===== src/rtl/simple_st0_tap_ctrl.sv =====
// Stage-0 tap-memory sequencer: row-read sweeps into an output FIFO plus write arbitration.
// Define TAP_CTRL_LD_EN to enable the single-lane write port.
module simple_st0_tap_ctrl #(
  parameter int LANES  = 6,
  parameter int DATA_W = 32,
  parameter int ADDR_W = 5,
  parameter int FIFO_D = 4
) (
  input  logic                    clk,
  input  logic                    reset,
  input  logic                    start,
  input  logic [ADDR_W-1:0]       base_addr,
  input  logic [ADDR_W-1:0]       num_rows,
  input  logic                    inter_mode,
  output logic                    busy,
  output logic                    out_vld,
  input  logic                    out_ready,
  output logic [LANES*DATA_W-1:0] out_data,
  output logic                    out_last,
  input  logic                    upd_vld,
  output logic                    upd_ready,
  input  logic [ADDR_W-1:0]       upd_address,
  input  logic [LANES*DATA_W-1:0] upd_data,
  input  logic                    ld_vld,
  output logic                    ld_ready,
  input  logic [2:0]              ld_lane,
  input  logic [ADDR_W-1:0]       ld_address,
  input  logic [DATA_W-1:0]       ld_data,
  output logic                    tap_rd_vld,
  output logic [ADDR_W-1:0]       tap_rd_address,
  output logic                    tap_inter,
  output logic                    tap_inter_first,
  output logic                    tap_wr_vld,
  output logic [ADDR_W-1:0]       tap_wr_address,
  output logic [LANES*DATA_W-1:0] tap_wr_data,
  output logic                    tap_sub_vld,
  output logic [2:0]              tap_sub_addr,
  output logic [DATA_W-1:0]       tap_sub_data,
  input  logic [LANES*DATA_W-1:0] tap_rd_data
);

  localparam int ROW_W = LANES * DATA_W;
  localparam int PTR_W = $clog2(FIFO_D);
  localparam int CNT_W = PTR_W + 1;

  typedef enum logic [1:0] {
    IDLE  = 2'd0,
    SWEEP = 2'd1,
    DRAIN = 2'd2
  } state_t;

  state_t state_q, state_d;
  logic [ADDR_W-1:0] base_q, base_d;
  logic [ADDR_W-1:0] num_q, num_d;
  logic [ADDR_W-1:0] idx_q, idx_d;
  logic inter_q, inter_d;

  logic issue, iss_last, iss_inter, iss_first;
  logic [ADDR_W-1:0] iss_addr;

  logic rd_vld_q, rd_last_q, inter_o_q, first_o_q;
  logic [ADDR_W-1:0] rd_addr_q;
  logic ret_vld_q, ret_last_q;

  logic [ROW_W:0] mem_q [FIFO_D];
  logic [PTR_W-1:0] wr_ptr_q, rd_ptr_q;
  logic [CNT_W-1:0] cnt_q, cnt_d;
  logic vld_q, push, pop;
  logic [1:0] inflight;
  logic [CNT_W:0] occ;
  logic room;

  logic wr_vld_d, wr_vld_q, sub_vld_d, sub_vld_q;
  logic [ADDR_W-1:0] wr_addr_d, wr_addr_q;
  logic [ROW_W-1:0] wr_data_d, wr_data_q;
  logic [2:0] sub_addr_d, sub_addr_q;
  logic [DATA_W-1:0] sub_data_d, sub_data_q;

  // Credit = FIFO occupancy plus reads whose data is still in the bank pipe.
  assign inflight = {1'b0, rd_vld_q} + {1'b0, ret_vld_q};
  assign occ      = {1'b0, cnt_q} + (CNT_W+1)'(inflight);
  assign room     = occ < (CNT_W+1)'(FIFO_D);
  assign push     = ret_vld_q;
  assign pop      = vld_q && out_ready;

  assign busy      = state_q != IDLE;
  assign upd_ready = state_q != SWEEP;
  assign out_vld   = vld_q;
  assign out_data  = vld_q ? mem_q[rd_ptr_q][ROW_W-1:0] : '0;
  assign out_last  = vld_q & mem_q[rd_ptr_q][ROW_W];

  assign tap_rd_vld      = rd_vld_q;
  assign tap_rd_address  = rd_addr_q;
  assign tap_inter       = inter_o_q;
  assign tap_inter_first = first_o_q;
  assign tap_wr_vld      = wr_vld_q;
  assign tap_wr_address  = wr_addr_q;
  assign tap_wr_data     = wr_data_q;
  assign tap_sub_vld     = sub_vld_q;
  assign tap_sub_addr    = sub_addr_q;
  assign tap_sub_data    = sub_data_q;

`ifdef TAP_CTRL_LD_EN
  assign ld_ready = (state_q != SWEEP) && !upd_vld;
`else
  logic unused_ld;
  assign ld_ready  = 1'b0;
  assign unused_ld = ^{ld_vld, ld_lane, ld_address, ld_data};
`endif

  always_comb begin
    state_d   = state_q;
    base_d    = base_q;
    num_d     = num_q;
    idx_d     = idx_q;
    inter_d   = inter_q;
    issue     = 1'b0;
    iss_addr  = '0;
    iss_last  = 1'b0;
    iss_inter = 1'b0;
    iss_first = 1'b0;
    unique case (state_q)
      IDLE: begin
        // First row issues straight from the start inputs.
        if (start && num_rows != '0) begin
          base_d    = base_addr;
          num_d     = num_rows;
          inter_d   = inter_mode;
          idx_d     = ADDR_W'(1);
          issue     = 1'b1;
          iss_addr  = base_addr;
          iss_first = 1'b1;
          iss_inter = inter_mode;
          iss_last  = num_rows == ADDR_W'(1);
          state_d   = iss_last ? DRAIN : SWEEP;
        end
      end
      SWEEP: begin
        if (room) begin
          issue     = 1'b1;
          iss_addr  = base_q + idx_q;
          iss_first = idx_q == '0;
          iss_inter = inter_q;
          iss_last  = idx_q == num_q - ADDR_W'(1);
          idx_d     = idx_q + ADDR_W'(1);
          if (iss_last) state_d = DRAIN;
        end
      end
      DRAIN: begin
        if (inflight == 2'd0 &&
            (cnt_q == '0 || (cnt_q == CNT_W'(1) && pop)))
          state_d = IDLE;
      end
      default: state_d = IDLE;
    endcase
  end

  always_comb begin
    cnt_d = cnt_q;
    if (push && !pop) cnt_d = cnt_q + CNT_W'(1);
    if (!push && pop) cnt_d = cnt_q - CNT_W'(1);
  end

  always_comb begin
    wr_vld_d   = 1'b0;
    wr_addr_d  = '0;
    wr_data_d  = '0;
    sub_vld_d  = 1'b0;
    sub_addr_d = '0;
    sub_data_d = '0;
    if (upd_vld && upd_ready) begin
      wr_vld_d  = 1'b1;
      wr_addr_d = upd_address;
      wr_data_d = upd_data;
    end
`ifdef TAP_CTRL_LD_EN
    else if (ld_vld && ld_ready) begin
      wr_vld_d   = 1'b1;
      wr_addr_d  = ld_address;
      sub_vld_d  = 1'b1;
      sub_addr_d = ld_lane;
      sub_data_d = ld_data;
    end
`endif
  end

  always_ff @(posedge clk) begin
    if (reset) begin
      state_q    <= IDLE;
      base_q     <= '0;
      num_q      <= '0;
      idx_q      <= '0;
      inter_q    <= 1'b0;
      rd_vld_q   <= 1'b0;
      rd_last_q  <= 1'b0;
      rd_addr_q  <= '0;
      inter_o_q  <= 1'b0;
      first_o_q  <= 1'b0;
      ret_vld_q  <= 1'b0;
      ret_last_q <= 1'b0;
      wr_ptr_q   <= '0;
      rd_ptr_q   <= '0;
      cnt_q      <= '0;
      vld_q      <= 1'b0;
      wr_vld_q   <= 1'b0;
      wr_addr_q  <= '0;
      wr_data_q  <= '0;
      sub_vld_q  <= 1'b0;
      sub_addr_q <= '0;
      sub_data_q <= '0;
    end else begin
      state_q    <= state_d;
      base_q     <= base_d;
      num_q      <= num_d;
      idx_q      <= idx_d;
      inter_q    <= inter_d;
      rd_vld_q   <= issue;
      rd_last_q  <= iss_last;
      rd_addr_q  <= iss_addr;
      inter_o_q  <= issue & iss_inter;
      first_o_q  <= issue & iss_inter & iss_first;
      ret_vld_q  <= rd_vld_q;
      ret_last_q <= rd_vld_q & rd_last_q;
      if (push) wr_ptr_q <= wr_ptr_q + PTR_W'(1);
      if (pop)  rd_ptr_q <= rd_ptr_q + PTR_W'(1);
      cnt_q      <= cnt_d;
      vld_q      <= cnt_d != '0;
      wr_vld_q   <= wr_vld_d;
      wr_addr_q  <= wr_addr_d;
      wr_data_q  <= wr_data_d;
      sub_vld_q  <= sub_vld_d;
      sub_addr_q <= sub_addr_d;
      sub_data_q <= sub_data_d;
    end
  end

  always_ff @(posedge clk) begin
    if (push) mem_q[wr_ptr_q] <= {ret_last_q, tap_rd_data};
  end

endmodule

===== config.mk =====
export PLATFORM = sky130hd
export DESIGN_NAME = simple_st0_tap_ctrl
export DESIGN_NICKNAME = d
export VERILOG_FILES = /design/src/rtl/simple_st0_tap_ctrl.sv
export SDC_FILE = /design/constraint.sdc
export NUM_CORES = 1
export LEC_CHECK = 0
export BUFFER_PORTS_ARGS = -buffer_cell sky130_fd_sc_hd__buf_2
export CORE_AREA = 2 2 346 348
export DETAILED_ROUTE_END_ITERATION = 10
export DIE_AREA = 0 0 348 350
export PLACE_DENSITY_LB_ADDON = 0.08
export SLEW_MARGIN = 10
export SYNTH_ARGS = -nofsm -noshare
export SYNTH_HDL_FRONTEND = slang
export SYNTH_SLANG_ARGS = --single-unit

===== constraint.sdc =====
create_clock -name clk -period 7.95 [get_ports clk]
set_clock_uncertainty 0.05 [all_clocks]
set_input_delay 1.1925 -clock clk [delete_from_list [all_inputs] [get_ports clk]]
set_output_delay 1.1925 -clock clk [all_outputs]
set_load 0.02 [all_outputs]

==> out/results.ini <==
[die]
die_area_mm2=0.122
dieWidth_um=348
die_h_um=350
row_count=126
io_pins=885
start_util=0.310
core_area_mm2=0.118

[power_and_ir_drop]
irDropWorstVdd_uv=182
power_leakage_nw=17.1
total_power_mw=13.2
power_density_mw_per_mm2=289

[clocking]
root_buffer=clkbuf_16
cts-resized-gates=0
clk_pin_slew_worst_paths_ns=0.06
cts_num_sinks=1009
clk_latency_ns=0.69
cts_buffer_depth=3
cts-hold-fix-buffers=0
cts_tree=yes
cts_made_buffers=111
cts_setup_buffers=0
h-tree-depth=3

[worst_setup_path]
crit_path_cell_trace=buf_12 > mux4_2 > and2_1 > buf_2
crit_fanout=92
crit_cells=4
cpPeakStageDelay_ns=0.69
path_class=flip-flop to output port
rr_startpoint=state_q[1]
crit_path_end_kind=output port
cp_num_buf_inv=2
critical_path.endpoint=out_data[138]
arrival_ns=3.21
r2r_slack_ns=4.83
r2r_cells=5
startpoint_type=flip-flop
worstPathRequired_ns=6.71
slowest_stage=dfxtp_4
cp_top_family=buffers and inverters
r2r-end=tap_wr_data[75]

[finish]
layout_commonest_cell=buf_2
final_nets=3198
fill_cells=11000
layout_common_cells=buf_2 (806), edfxtp_1 (772), and2_1 (391)
areaGrowthSynthToFinish_pct=25.2
fin_area_mm2=0.0457
final_layout_size_suffix_gt1_frac=0.421

[yosys]
syn_area_mm2=0.0365
synth_top_flop_cell=edfxtp_1
ys_ff_latch=1009
synth_cells=1894
muxShareOfSynthArea=0.119
synth_edf_count=772
synth-compound-area-share=0.00703
synth_area_leaders=edfxtp_1 (64%), dfxtp_1 (13%), mux4_2 (12%)
synthAdderAreaFrac=0.00672
syn_area_per_cell_um2=19.3
synth_async_sr_flop_share=0
synth_xor_area_frac=0.00432
synth.yosys.seq_area_share=0.765
synth.distinct_cells=43
yosysTopAreaCell=edfxtp_1
yosys_warnings=0
synth_top_family_by_area=multiplexers
synth_top_cell_area_share=0.635
synthSimpleGateAreaFrac=0.0773

[placed_design]
place_ws_ns=3.81
place_congestion=0.924
hpwl_um=79100
dpl_cell_area_mm2=0.0421
portBuffers=806

[global_routing]
grt_pass1_vias=21200
grtUsageTotal=0.187
gr-total-overflow=0
grt_pass1_wl_um=160000
grt_max_degree=107
antenna_found_initial=102
busiest_layer=met2
grt_util_met2=0.341
grt_use_met1=0.192
met3_usage=0.0812

[timing]
setup_slack_ns=3.50
fin_crit_ns=4.45
setup_tns_ns=0
fmax_mhz=225
worst_hold_slack_ns=0.417
slew_headroom=0.308
finalCritPeriodShare=0.560
final-max-slew-violation-count=0
rsz0062_at_grt=no
finalHoldViolCount=0
worst_slew_pin_slew_ns=1.04
finalSetupViolCount=0

[drt]
first_pass_iters=5
drc_errors=0
drt_iter0_drc=1112
wl_um=116000
vias=20200
post_drt_wl_per_cell_um=26.6
ant_nets=0
drt-vias-per-instance=4.60

[hold_path]
hold_class=flip-flop to flip-flop

[run_status]
status=finished, final reports clean

[flow_run]
drv_cap=0

-- power breakdown --
group / switching [mW] / internal, mW / leakage, nW
logic: 1.42 / 0.905 / 6.45
registers: 0.109 / 5.81 / 8.92
clock network: 2.10 / 2.86 / 1.72
-- cell usage after synthesis, types with 6 or more instances --
master,number
mux4_2,193
clkbuf_1,49
nor3_1,6
and2_1,395
buf_4,38
xor2_1,9
inv_1,11
nor2_1,17
buf_2,27
a21oi_1,21
nand2_1,33
dfxtp_1,237
edfxtp_1,772
xnor2_1,9
ha_1,18
buf_1,17
-- how the worst min path moves through the flow --
| stage | startpoint | endpoint | slack [ns] | cells past startpoint |
|---|---|---|---|---|
| floorplan | rd_last_q | ret_last_q | 0.36 | 1 |
| global placement | ret_last_q | mem_q[2][192] | 0.41 | 0 |
| detailed placement | base_q[2] | base_q[2] | 0.40 | 2 |
| CTS | base_q[2] | base_q[2] | 0.41 | 2 |
| global route | base_q[0] | base_q[0] | 0.45 | 2 |
| finish | base_q[2] | base_q[2] | 0.42 | 2 |
-- per-stage QoR --
step | std cells | utilization
after floorplan | 1930 | -
after global placement | 4156 | 0.358
after detailed placement | 4156 | 0.358
after CTS | 4361 | 0.388
after global routing | 4372 | 0.388
final | 4381 | 0.388
-- routing by layer --
metal  vias to the layer above  wire [um]
met5                         -        177
met4                        26       4130
met3                       318      11100
met2                       800      61100
met1                     10200      39800
li1                       8800          -
-- state kept, by name (all words and copies together) (netlist names), 2 cells and up, named ones only --
signal          flops
rd_ptr_q            2
num_q               5
tap_rd_address      5
tap_wr_data       192
idx_q               5
mem_q             772
tap_wr_address      5
cnt_q               3
wr_ptr_q            2
state_q             2
base_q              5
-- cell families (layout without fill, tap and decap cells) --
group | count (synthesis) | count (layout)
buffers and inverters | 143 | 1038
DFF | 1009 | 1009
adders and majority gates | 19 | 19
AOI/OAI and AO/OA | 40 | 40
and+or+nand+nor | 470 | 470
muxes | 194 | 194
other | 1 | 57
xor gates and xnor gates | 18 | 18
-- tightest hold or removal path: stages, from the launching register on --
cell and delay [ns]:
dfxtp_1 0.31, nand2_1 0.05, a21oi_1 0.05
-- layout make-up --
type                            instances  area (um2)  share of cell area
Antenna cell                           20        50.0             0.00110
Timing Repair Buffer                  822        4240              0.0928
Multi-Input combinational cell        778        7990               0.175
Tap cell                             1536        1920              0.0421
Inverter                               11        41.3            0.000904
Clock buffer                          134        2920              0.0638
Sequential cell                      1009       27900               0.611
Clock inverter                         71         593              0.0130
No activity file was read; power rests on OpenSTA's default activity.
